### config.mk
export PLATFORM = sky130hd
export DESIGN_NAME = demux2_stream_flat
export DESIGN_NICKNAME = d
export VERILOG_FILES = /design/src/rtl/demux2_stream_if.sv /design/src/rtl/demux2_stream.sv /design/src/flat_wrapper.sv
export SDC_FILE = /design/constraint.sdc
export NUM_CORES = 1
export LEC_CHECK = 0
export CAP_MARGIN = 20
export CORE_AREA = 10 10 79 68
export DETAILED_ROUTE_END_ITERATION = 8
export DIE_AREA = 0 0 89 78
export PLACE_DENSITY = 0.8
export SETUP_SLACK_MARGIN = 0.02
export SYNTH_ARGS = -nofsm -noshare
export SYNTH_HDL_FRONTEND = slang
export SYNTH_SLANG_ARGS = --single-unit
### constraint.sdc
create_clock -name clock -period 1.48 [get_ports clock]
set_input_delay 0.37 -clock clock [delete_from_list [all_inputs] [get_ports clock]]
set_output_delay 0.37 -clock clock [all_outputs]
set_load 0.05 [all_outputs]
### src/rtl/demux2_stream_if.sv
// Stream bundle for demux2_stream: one producer port plus two independent consumer ports.
// The slave modport is the demux side; master is the producer/consumer environment.
interface demux2_stream_if #(
  parameter int WIDTH = 8,
  parameter int CW    = 2
);
  logic             in_valid;
  logic             in_sel;
  logic [WIDTH-1:0] in_data;
  logic             in_ready;
  logic             sel_err;
  logic             a_valid;
  logic [WIDTH-1:0] a_data;
  logic             a_ready;
  logic [CW-1:0]    a_count;
  logic             b_valid;
  logic [WIDTH-1:0] b_data;
  logic             b_ready;
  logic [CW-1:0]    b_count;

  modport slave (
    input  in_valid, in_sel, in_data, a_ready, b_ready,
    output in_ready, sel_err, a_valid, a_data, a_count, b_valid, b_data, b_count
  );

  modport master (
    output in_valid, in_sel, in_data, a_ready, b_ready,
    input  in_ready, sel_err, a_valid, a_data, a_count, b_valid, b_data, b_count
  );
endinterface

### src/rtl/demux2_stream.sv
// Registered 1-to-2 stream demultiplexer with a private DEPTH-entry FIFO per output,
// so a stalled consumer never blocks words bound for the other side.
module demux2_stream #(
  parameter int WIDTH = 8,
  parameter int DEPTH = 2,
  parameter int CW    = 2
) (
  input  logic            clock,
  input  logic            reset,
  demux2_stream_if.slave  s
);
  localparam int PW = (DEPTH > 1) ? $clog2(DEPTH) : 1;

  logic [WIDTH-1:0] mem_q    [2][DEPTH];
  logic [PW-1:0]    wr_ptr_q [2];
  logic [PW-1:0]    wr_ptr_d [2];
  logic [PW-1:0]    rd_ptr_q [2];
  logic [PW-1:0]    rd_ptr_d [2];
  logic [CW-1:0]    count_q  [2];
  logic [CW-1:0]    count_d  [2];
  logic             sel_err_q;
  logic             sel_err_d;
  logic             sel_a_s;
  logic             sel_b_s;
  logic [1:0]       full_s;
  logic [1:0]       push_s;
  logic [1:0]       pop_s;
  logic [1:0]       ready_s;

  function automatic logic [PW-1:0] ptr_inc(input logic [PW-1:0] p);
    if (p == PW'(DEPTH - 1)) begin
      return '0;
    end else begin
      return p + PW'(1);
    end
  endfunction

  // Select decode, handshake qualification and next-state for both FIFOs
  always_comb begin
    // Case-equality keeps an X/Z select from ever matching either destination
    sel_a_s   = (s.in_sel === 1'b0);
    sel_b_s   = (s.in_sel === 1'b1);
    ready_s   = {s.b_ready, s.a_ready};
    full_s    = 2'b00;
    pop_s     = 2'b00;
    for (int i = 0; i < 2; i++) begin
      full_s[i] = (count_q[i] == CW'(DEPTH));
      pop_s[i]  = (count_q[i] != '0) && ready_s[i];
    end
    // A pop on a full FIFO does not free space for a push in the same cycle
    push_s[0]  = s.in_valid && sel_a_s && !full_s[0];
    push_s[1]  = s.in_valid && sel_b_s && !full_s[1];
    s.in_ready = !reset && ((sel_a_s && !full_s[0]) || (sel_b_s && !full_s[1]));
    sel_err_d  = s.in_valid && !sel_a_s && !sel_b_s;
    for (int i = 0; i < 2; i++) begin
      wr_ptr_d[i] = push_s[i] ? ptr_inc(wr_ptr_q[i]) : wr_ptr_q[i];
      rd_ptr_d[i] = pop_s[i]  ? ptr_inc(rd_ptr_q[i]) : rd_ptr_q[i];
      count_d[i]  = count_q[i] + CW'(push_s[i]) - CW'(pop_s[i]);
    end
  end

  // Pointer, occupancy and error-pulse state
  always_ff @(posedge clock or posedge reset) begin
    if (reset) begin
      for (int i = 0; i < 2; i++) begin
        wr_ptr_q[i] <= '0;
        rd_ptr_q[i] <= '0;
        count_q[i]  <= '0;
      end
      sel_err_q <= 1'b0;
    end else begin
      for (int i = 0; i < 2; i++) begin
        wr_ptr_q[i] <= wr_ptr_d[i];
        rd_ptr_q[i] <= rd_ptr_d[i];
        count_q[i]  <= count_d[i];
      end
      sel_err_q <= sel_err_d;
    end
  end

  // Storage is unreset: contents are only observed while the matching count is non-zero
  always_ff @(posedge clock) begin
    for (int i = 0; i < 2; i++) begin
      if (push_s[i]) begin
        mem_q[i][wr_ptr_q[i]] <= s.in_data;
      end
    end
  end

  assign s.sel_err = sel_err_q;
  assign s.a_valid = (count_q[0] != '0);
  assign s.a_data  = mem_q[0][rd_ptr_q[0]];
  assign s.a_count = count_q[0];
  assign s.b_valid = (count_q[1] != '0);
  assign s.b_data  = mem_q[1][rd_ptr_q[1]];
  assign s.b_count = count_q[1];
endmodule

### src/flat_wrapper.sv
// flat-port wrapper written by rule: the top's interface ports become plain ports
module demux2_stream_flat 
#(
  parameter int WIDTH = 8,
  parameter int DEPTH = 2,
  parameter int CW    = 2
)
  (clock, reset, s_in_valid, s_in_sel, s_in_data, s_a_ready, s_b_ready, s_in_ready, s_sel_err, s_a_valid, s_a_data, s_a_count, s_b_valid, s_b_data, s_b_count);
  demux2_stream_if #(.WIDTH(WIDTH), .CW(CW)) s_i ();
  input  logic clock;
  input  logic reset;
  input wire logic [$bits(s_i.in_valid)-1:0] s_in_valid;
  input wire logic [$bits(s_i.in_sel)-1:0] s_in_sel;
  input wire logic [$bits(s_i.in_data)-1:0] s_in_data;
  input wire logic [$bits(s_i.a_ready)-1:0] s_a_ready;
  input wire logic [$bits(s_i.b_ready)-1:0] s_b_ready;
  output wire logic [$bits(s_i.in_ready)-1:0] s_in_ready;
  output wire logic [$bits(s_i.sel_err)-1:0] s_sel_err;
  output wire logic [$bits(s_i.a_valid)-1:0] s_a_valid;
  output wire logic [$bits(s_i.a_data)-1:0] s_a_data;
  output wire logic [$bits(s_i.a_count)-1:0] s_a_count;
  output wire logic [$bits(s_i.b_valid)-1:0] s_b_valid;
  output wire logic [$bits(s_i.b_data)-1:0] s_b_data;
  output wire logic [$bits(s_i.b_count)-1:0] s_b_count;
  assign s_i.in_valid = s_in_valid;
  assign s_i.in_sel = s_in_sel;
  assign s_i.in_data = s_in_data;
  assign s_i.a_ready = s_a_ready;
  assign s_i.b_ready = s_b_ready;
  assign s_in_ready = s_i.in_ready;
  assign s_sel_err = s_i.sel_err;
  assign s_a_valid = s_i.a_valid;
  assign s_a_data = s_i.a_data;
  assign s_a_count = s_i.a_count;
  assign s_b_valid = s_i.b_valid;
  assign s_b_data = s_i.b_data;
  assign s_b_count = s_i.b_count;
  demux2_stream #(.WIDTH(WIDTH), .DEPTH(DEPTH), .CW(CW)) u_core (.clock(clock), .reset(reset), .s(s_i));
endmodule
==> impl_results.md, run 1 <==
* Register area share after synthesis at 0.7337
* Initial DRC Count at 72
* Top-count cell post-synth: edfxtp_1
* Yosys reg bits at 41
* Post-route setup TNS at -3.767 ns
* Pwr dens at 2261 nW/um2
* Fin area at 2708 um2
* DRC at 0
* Number of global-route vias before repair at 1107
* Startpoint Class: flop
* Via Count at 966
* Fillers at 258
* Slew Viols, Final at 0
* Share of post-route cells with drive strength above 1 at 0.6442
* CP max FO at 4
* Final #Nets at 181
* WL final at 3559 um
* Root buffer cell: clkbuf_8
* Final WS setup at -0.2683 ns
* Tot GR Track Use at 0.1068
* HP Class: in2async
* Die Y at 78 um
* Finished Core Util at 0.6916
* Post-layout min period at 1.748 ns
* H-tree depth at 2
* Max Freq at 0.5720 GHz
* Commonest cells in the netlist: edfxtp_1, mux2_2, dfrtp_1, inv_1, xnor2_1
* CORE AREA at 3915 um2
* Site row count at 21
* Synth top area share at 0.5944
* Clock Skew at 0.004577 ns
* Drt via density at 4.622
* Required time worst endpoint at 1.11 ns
* Period utilization at 1.181
* Die Span X at 89 um
* Cell taking the most area after synthesis: edfxtp_1
* Cell area after synthesis at 1617 um2
* GRT overflow at 0
* Max incr delay on CP at 0.40 ns
* Area contributors post-synth: edfxtp_1, dfrtp_1, mux2_2
* Fraction of registers with async set/reset at 0.2195
* Leak at 1.078 nW
* Drt pass-1 iters at 4
* Status: complete, but fails checks
* Critical path's top delay family: flip-flops
* DP HPWL at 2442 um
* Register clock-pin slew on the reported worst setup and hold paths at 0.07 ns
* Power Total at 0.006122 W
* GPL Wtd Cong at 0.6751
* Max cap viols at 0
* Failing checks: setup timing
* Placed cell areas at 2232 um2
* # IOs at 38
* Die area at 6942 um2
* CTS Buf Count at 5
* Primary FF master, synth: edfxtp_1
* RSZ-0062 raised after global routing: true
* Largest net degree at the start of global routing at 13
* Cells after Synth at 92
* Unique masters post-synth at 20
* Clk sinks at 41
* Detail Route Antenna Nets at 0
* First-pass GRT wire length at 5623 um
* Final setup fails at 31
* Synth Warn # at 0
* CTS tree: yes
* Buf/Inv on CP at 2
* Ant diodes at 0
* Per-cell routed wire length at 17.03 um
* Slowest-stage cell, CP: dfrtp_2
* Post-synth EDFFs at 32
* Crit-path cells: buf_4 > a311oi_4 > buf_12
* Area of the multi-input gates at 574.3 um2
* Initial antenna violation count at 0
* Setup crit end kind: primary output
* Worst vdd ir at 1.731 mV
* Final Hold Viols at 0
* WP data arrival at 1.38 ns
* Post-synthesis net count at 110
* Clock Tree Buf Depth at 2
* Mean Syn Cell Area at 17.57 um2
* Layout area overhead at 67.49%
* Starting density of the core at 0.4129
* Number of port buffers at 37
* Sequential cell area at 1194 um2
* Worst-skew pair later-pin latency at 0.28 ns
* Setup CP Type: reg2out
[worst reg2reg max path, cell delays in order (launching register included)]
cell	delay, ns
dfrtp_2	0.42
buf_6	0.11
or2_4	0.24
and2_4	0.15
ha_4	0.26
inv_2	0.04
ha_4	0.15
xnor2_2	0.13
xnor2_1	0.12
[cells in the final DEF (no fill, tap or decap), types with 2 or more instances in the layout]
| cell | count |
|---|---|
| inv_1 | 2 |
| edfxtp_1 | 32 |
| ha_4 | 4 |
| mux2_4 | 8 |
| inv_2 | 3 |
| xnor2_2 | 2 |
| mux2_2 | 8 |
| buf_8 | 8 |
| buf_4 | 15 |
| dfrtp_1 | 3 |
| xor2_1 | 3 |
| clkbuf_8 | 5 |
| xnor2_1 | 2 |
| nor2_4 | 2 |
| buf_6 | 24 |
| or2_4 | 2 |
| and2_4 | 4 |
| clkdlybuf4s50_1 | 12 |
| buf_12 | 6 |
| dfrtp_2 | 6 |
[registers in the layout, summed over array words and instances (netlist names)]
signal,flops
u_core.s.b_count,2
u_core.s.a_count,2
u_core.wr_ptr_q,2
u_core.s.sel_err,1
u_core.mem_q,32
u_core.rd_ptr_q,2
[metrics by stage]
stage / setup slack (ns) / std cells / hold WS, ns
final: -0.2683 / 209 / 0.4581
after global routing: -0.3389 / 209 / 0.4759
after CTS: -0.3365 / 200 / 0.4633
after detailed placement: -0.3251 / 185 / 0.5143
after global placement: -0.2985 / 185 / 0.4985
after floorplan: -0.3878 / 92 / 0.1976
[logic make-up (layout without fill, tap and decap cells)]
| kind of cell | count (synthesis) | in the layout | share of synthesized area |
|---|---|---|---|
| flops | 41 | 41 | 0.7337 |
| mux | 16 | 16 | 0.1115 |
| simple gates | 12 | 12 | 0.04722 |
| xor+xnor | 8 | 8 | 0.04335 |
| buf+inv | 8 | 79 | 0.02012 |
| fa+ha+maj | 4 | 4 | 0.03096 |
| compound gates | 2 | 2 | 0.01084 |
| other cells | 1 | 1 | 0.002320 |
[power by group]
part / leakage, nW / switching [W] / internal, W / total (W)
Combinational: 0.633 / 0.00182 / 0.00182 / 0.00364
Clock: 0.0540 / 0.000357 / 0.000490 / 0.000847
Sequential: 0.391 / 0.000127 / 0.00151 / 0.00163
[layout make-up]
| type | count | share of cell area |
|---|---|---|
| Multi-Input combinational cell | 43 | 0.2121 |
| Clock buffer | 5 | 0.02542 |
| Timing Repair Buffer | 66 | 0.2777 |
| Inverter | 6 | 0.009704 |
| Tap cell | 46 | 0.02126 |
| Clock inverter | 2 | 0.01294 |
| Sequential cell | 41 | 0.4408 |
[path summary, 6_finish.rpt]
kind / start / to / slack [ns] / cells after the start
setup / recovery: u_core.s.b_count[1] / s_in_ready / -0.27 / 3
hold / removal: reset / u_core.s.sel_err / 0.46 / 2
setup reg to reg: u_core.s.a_count[0] / u_core.s.a_count[1] / -0.26 / 8
hold reg to reg: u_core.wr_ptr_q[0] / u_core.wr_ptr_q[0] / 0.55 / 1
max in group asynchronous: reset / u_core.rd_ptr_q[0] / 0.73 / 2
min in group clock: u_core.wr_ptr_q[0] / u_core.wr_ptr_q[0] / 0.55 / 1
[what timing repair did]
action,4_1_cts,5_1_grt
buffers inserted,8,9
endpoints found under the setup margin,53,52
resized for setup,36,29
gates cloned,0,0
hold buffers,0,0
pin swaps,5,2
[layer usage]
layer,part of all wire,wire length (um),up-vias,GRT usage
met1,0.41,1449,463,0.1174
met4,0,0,0,0.01905
li1,-,-,471,-
met3,0.095,338,0,0.06263
met2,0.50,1771,32,0.1760
met5,0,0,-,0
(Power assumes the default switching activity.)
==> run 2, diff against run 1 <==
CAP_MARGIN = default   (was 20)
MAX_ROUTING_LAYER = met4   (was default)
==> run 2 against run 1 <==
Net effect:
- the flow still finishes with violations (setup timing)
- die area unchanged
- non-clock buffer count is the same
- core utilization unchanged
- clock skew about the same
- count of clock-buffer cells in the layout is the same
- routed wire length fell by 0.11%
- sequential power hardly changed
- critical endpoint unchanged
- largest cell class unchanged
==> impl_results.md, run 2 (synthesis gave the netlist of run 1 again) <==
* Status: complete, but fails checks
* Failing checks: setup timing
* Clk sinks at 41
* Die area at 6942 um2
* CORE AREA at 3915 um2
* GPL Wtd Cong at 0.6818
* Die Y at 78 um
* Die Span X at 89 um
* RSZ-0062 raised after global routing: true
* Final Hold Viols at 0
* Setup CP Type: reg2out
* Share of post-route cells with drive strength above 1 at 0.6442
* H-tree depth at 2
* Clock Tree Buf Depth at 2
* Required time worst endpoint at 1.11 ns
* Number of global-route vias before repair at 1109
* Drt via density at 4.632
* R2r startpoint: u_core.s.a_count[0]
* Post-route setup TNS at -3.768 ns
* Initial DRC Count at 75
* Layout area overhead at 67.49%
* CTS Buf Count at 5
* Starting density of the core at 0.4129
* Largest net degree at the start of global routing at 13
* Finished Core Util at 0.6916
* Worst vdd ir at 1.728 mV
* Period utilization at 1.181
* Clock power frac at 0.138
* HP Class: in2async
* Area of the multi-input gates at 574.3 um2
* Detail Route Antenna Nets at 0
* Root buffer cell: clkbuf_8
* Tot GR Track Use at 0.1099
* Per-cell routed wire length at 17.01 um
* Slew Viols, Final at 0
* Part of the power in combinational logic at 0.595
* Most common cell after layout, fill and taps aside: edfxtp_1
* Internal power at 0.003817 W
* Largest register FFs at 32
* Ant diodes at 0
* Reg2Reg Setup Slack at -0.26 ns
* Final setup fails at 31
* Initial antenna violation count at 0
* Commonest cells after routing, fill and taps aside: edfxtp_1, buf_6, buf_4
* Sequential share of power at 0.267
* # IOs at 38
* Fin area at 2708 um2
* Number of port buffers at 37
* Clock Skew at 0.004353 ns
* Drt pass-1 iters at 4
* Placed cell areas at 2232 um2
* Worst-skew pair later-pin latency at 0.28 ns
* Switching part of the total at 0.3765
* Site row count at 21
* DP HPWL at 2442 um
* First-pass GRT wire length at 5616 um
* Post-layout min period at 1.748 ns
* Pwr dens at 2261 nW/um2
* Sequential cell area at 1194 um2
* Final WS setup at -0.2685 ns
* DRC at 0
* Hold_buf cts at 0
* WL final at 3555 um
* WP data arrival at 1.38 ns
* Final #Nets at 181
* Crit. Startpoint: u_core.s.b_count[1]
* GRT overflow at 0
* CTS tree: yes
* Startpoint Class: flop
* Net Switching at 0.002305 W
* CP max FO at 4
* Max cap viols at 0
* Setup crit end kind: primary output
* Max Freq at 0.5719 GHz
* Via Count at 968
* Leak at 1.078 nW
* Register clock-pin slew on the reported worst setup and hold paths at 0.07 ns
* Fillers at 258
[run 2: cell counts in the layout (fill, tap and decap cells not counted)]
Identical to the previous run, type by type.
[run 2: worst paths after layout]
kind,cells past startpoint,to
setup / recovery,3,s_in_ready
hold / removal,2,u_core.s.sel_err
setup reg to reg,8,u_core.s.a_count[1]
hold reg to reg,1,u_core.wr_ptr_q[0]
max in group asynchronous,2,u_core.rd_ptr_q[0]
min in group clock,1,u_core.wr_ptr_q[0]
[run 2: critical path, cell delays in order, from the launching register on]
cell and delay (ns):
dfrtp_2 0.40, buf_4 0.17, a311oi_4 0.34, buf_12 0.18
[run 2: area by class of cell]
type                            instances  share of cell area
Inverter                                6            0.009704
Clock buffer                            5             0.02542
Timing Repair Buffer                   66              0.2777
Clock inverter                          2             0.01294
Multi-Input combinational cell         43              0.2121
Sequential cell                        41              0.4408
Tap cell                               46             0.02126
[run 2: timing repair]
action,in CTS,in global routing
setup endpoints to repair,53,52
setup buffers,8,9
endpoints found under the hold margin,0,0
pin swaps,5,2
gates resized for setup,36,29
[run 2: power groups by stage]
stage | logic (W) | clock network [W] | registers, W
5_1_grt | 0.00383 | 0.000922 | 0.00166
6_report | 0.00364 | 0.000847 | 0.00163
3_3_place_gp | 0.00262 | 0 | 0.00170
4_1_cts | 0.00325 | 0.000871 | 0.00162
2_1_floorplan | 0.00155 | 0 | 0.00183
3_5_place_dp | 0.00268 | 0 | 0.00172
[run 2: layer usage]
metal  track usage  vias up  part of all wire
met2        0.1760       32              0.50
met1        0.1256      465              0.43
met3       0.04906        0             0.068
met4       0.01905        0                 0
met5             -        -                 0
li1              -      471                 -
[run 2: per-stage QoR]
| step | power (W) | std cells | hold slack, ns | setup WS [ns] |
|---|---|---|---|---|
| floorplan | 0.003387 | 92 | 0.1976 | -0.3878 |
| CTS | 0.005740 | 200 | 0.4633 | -0.3365 |
| global route | 0.006412 | 209 | 0.4759 | -0.3389 |
| finish | 0.006122 | 209 | 0.4597 | -0.2685 |
| detailed placement | 0.004395 | 185 | 0.5143 | -0.3251 |
| global placement | 0.004317 | 185 | 0.4985 | -0.2985 |
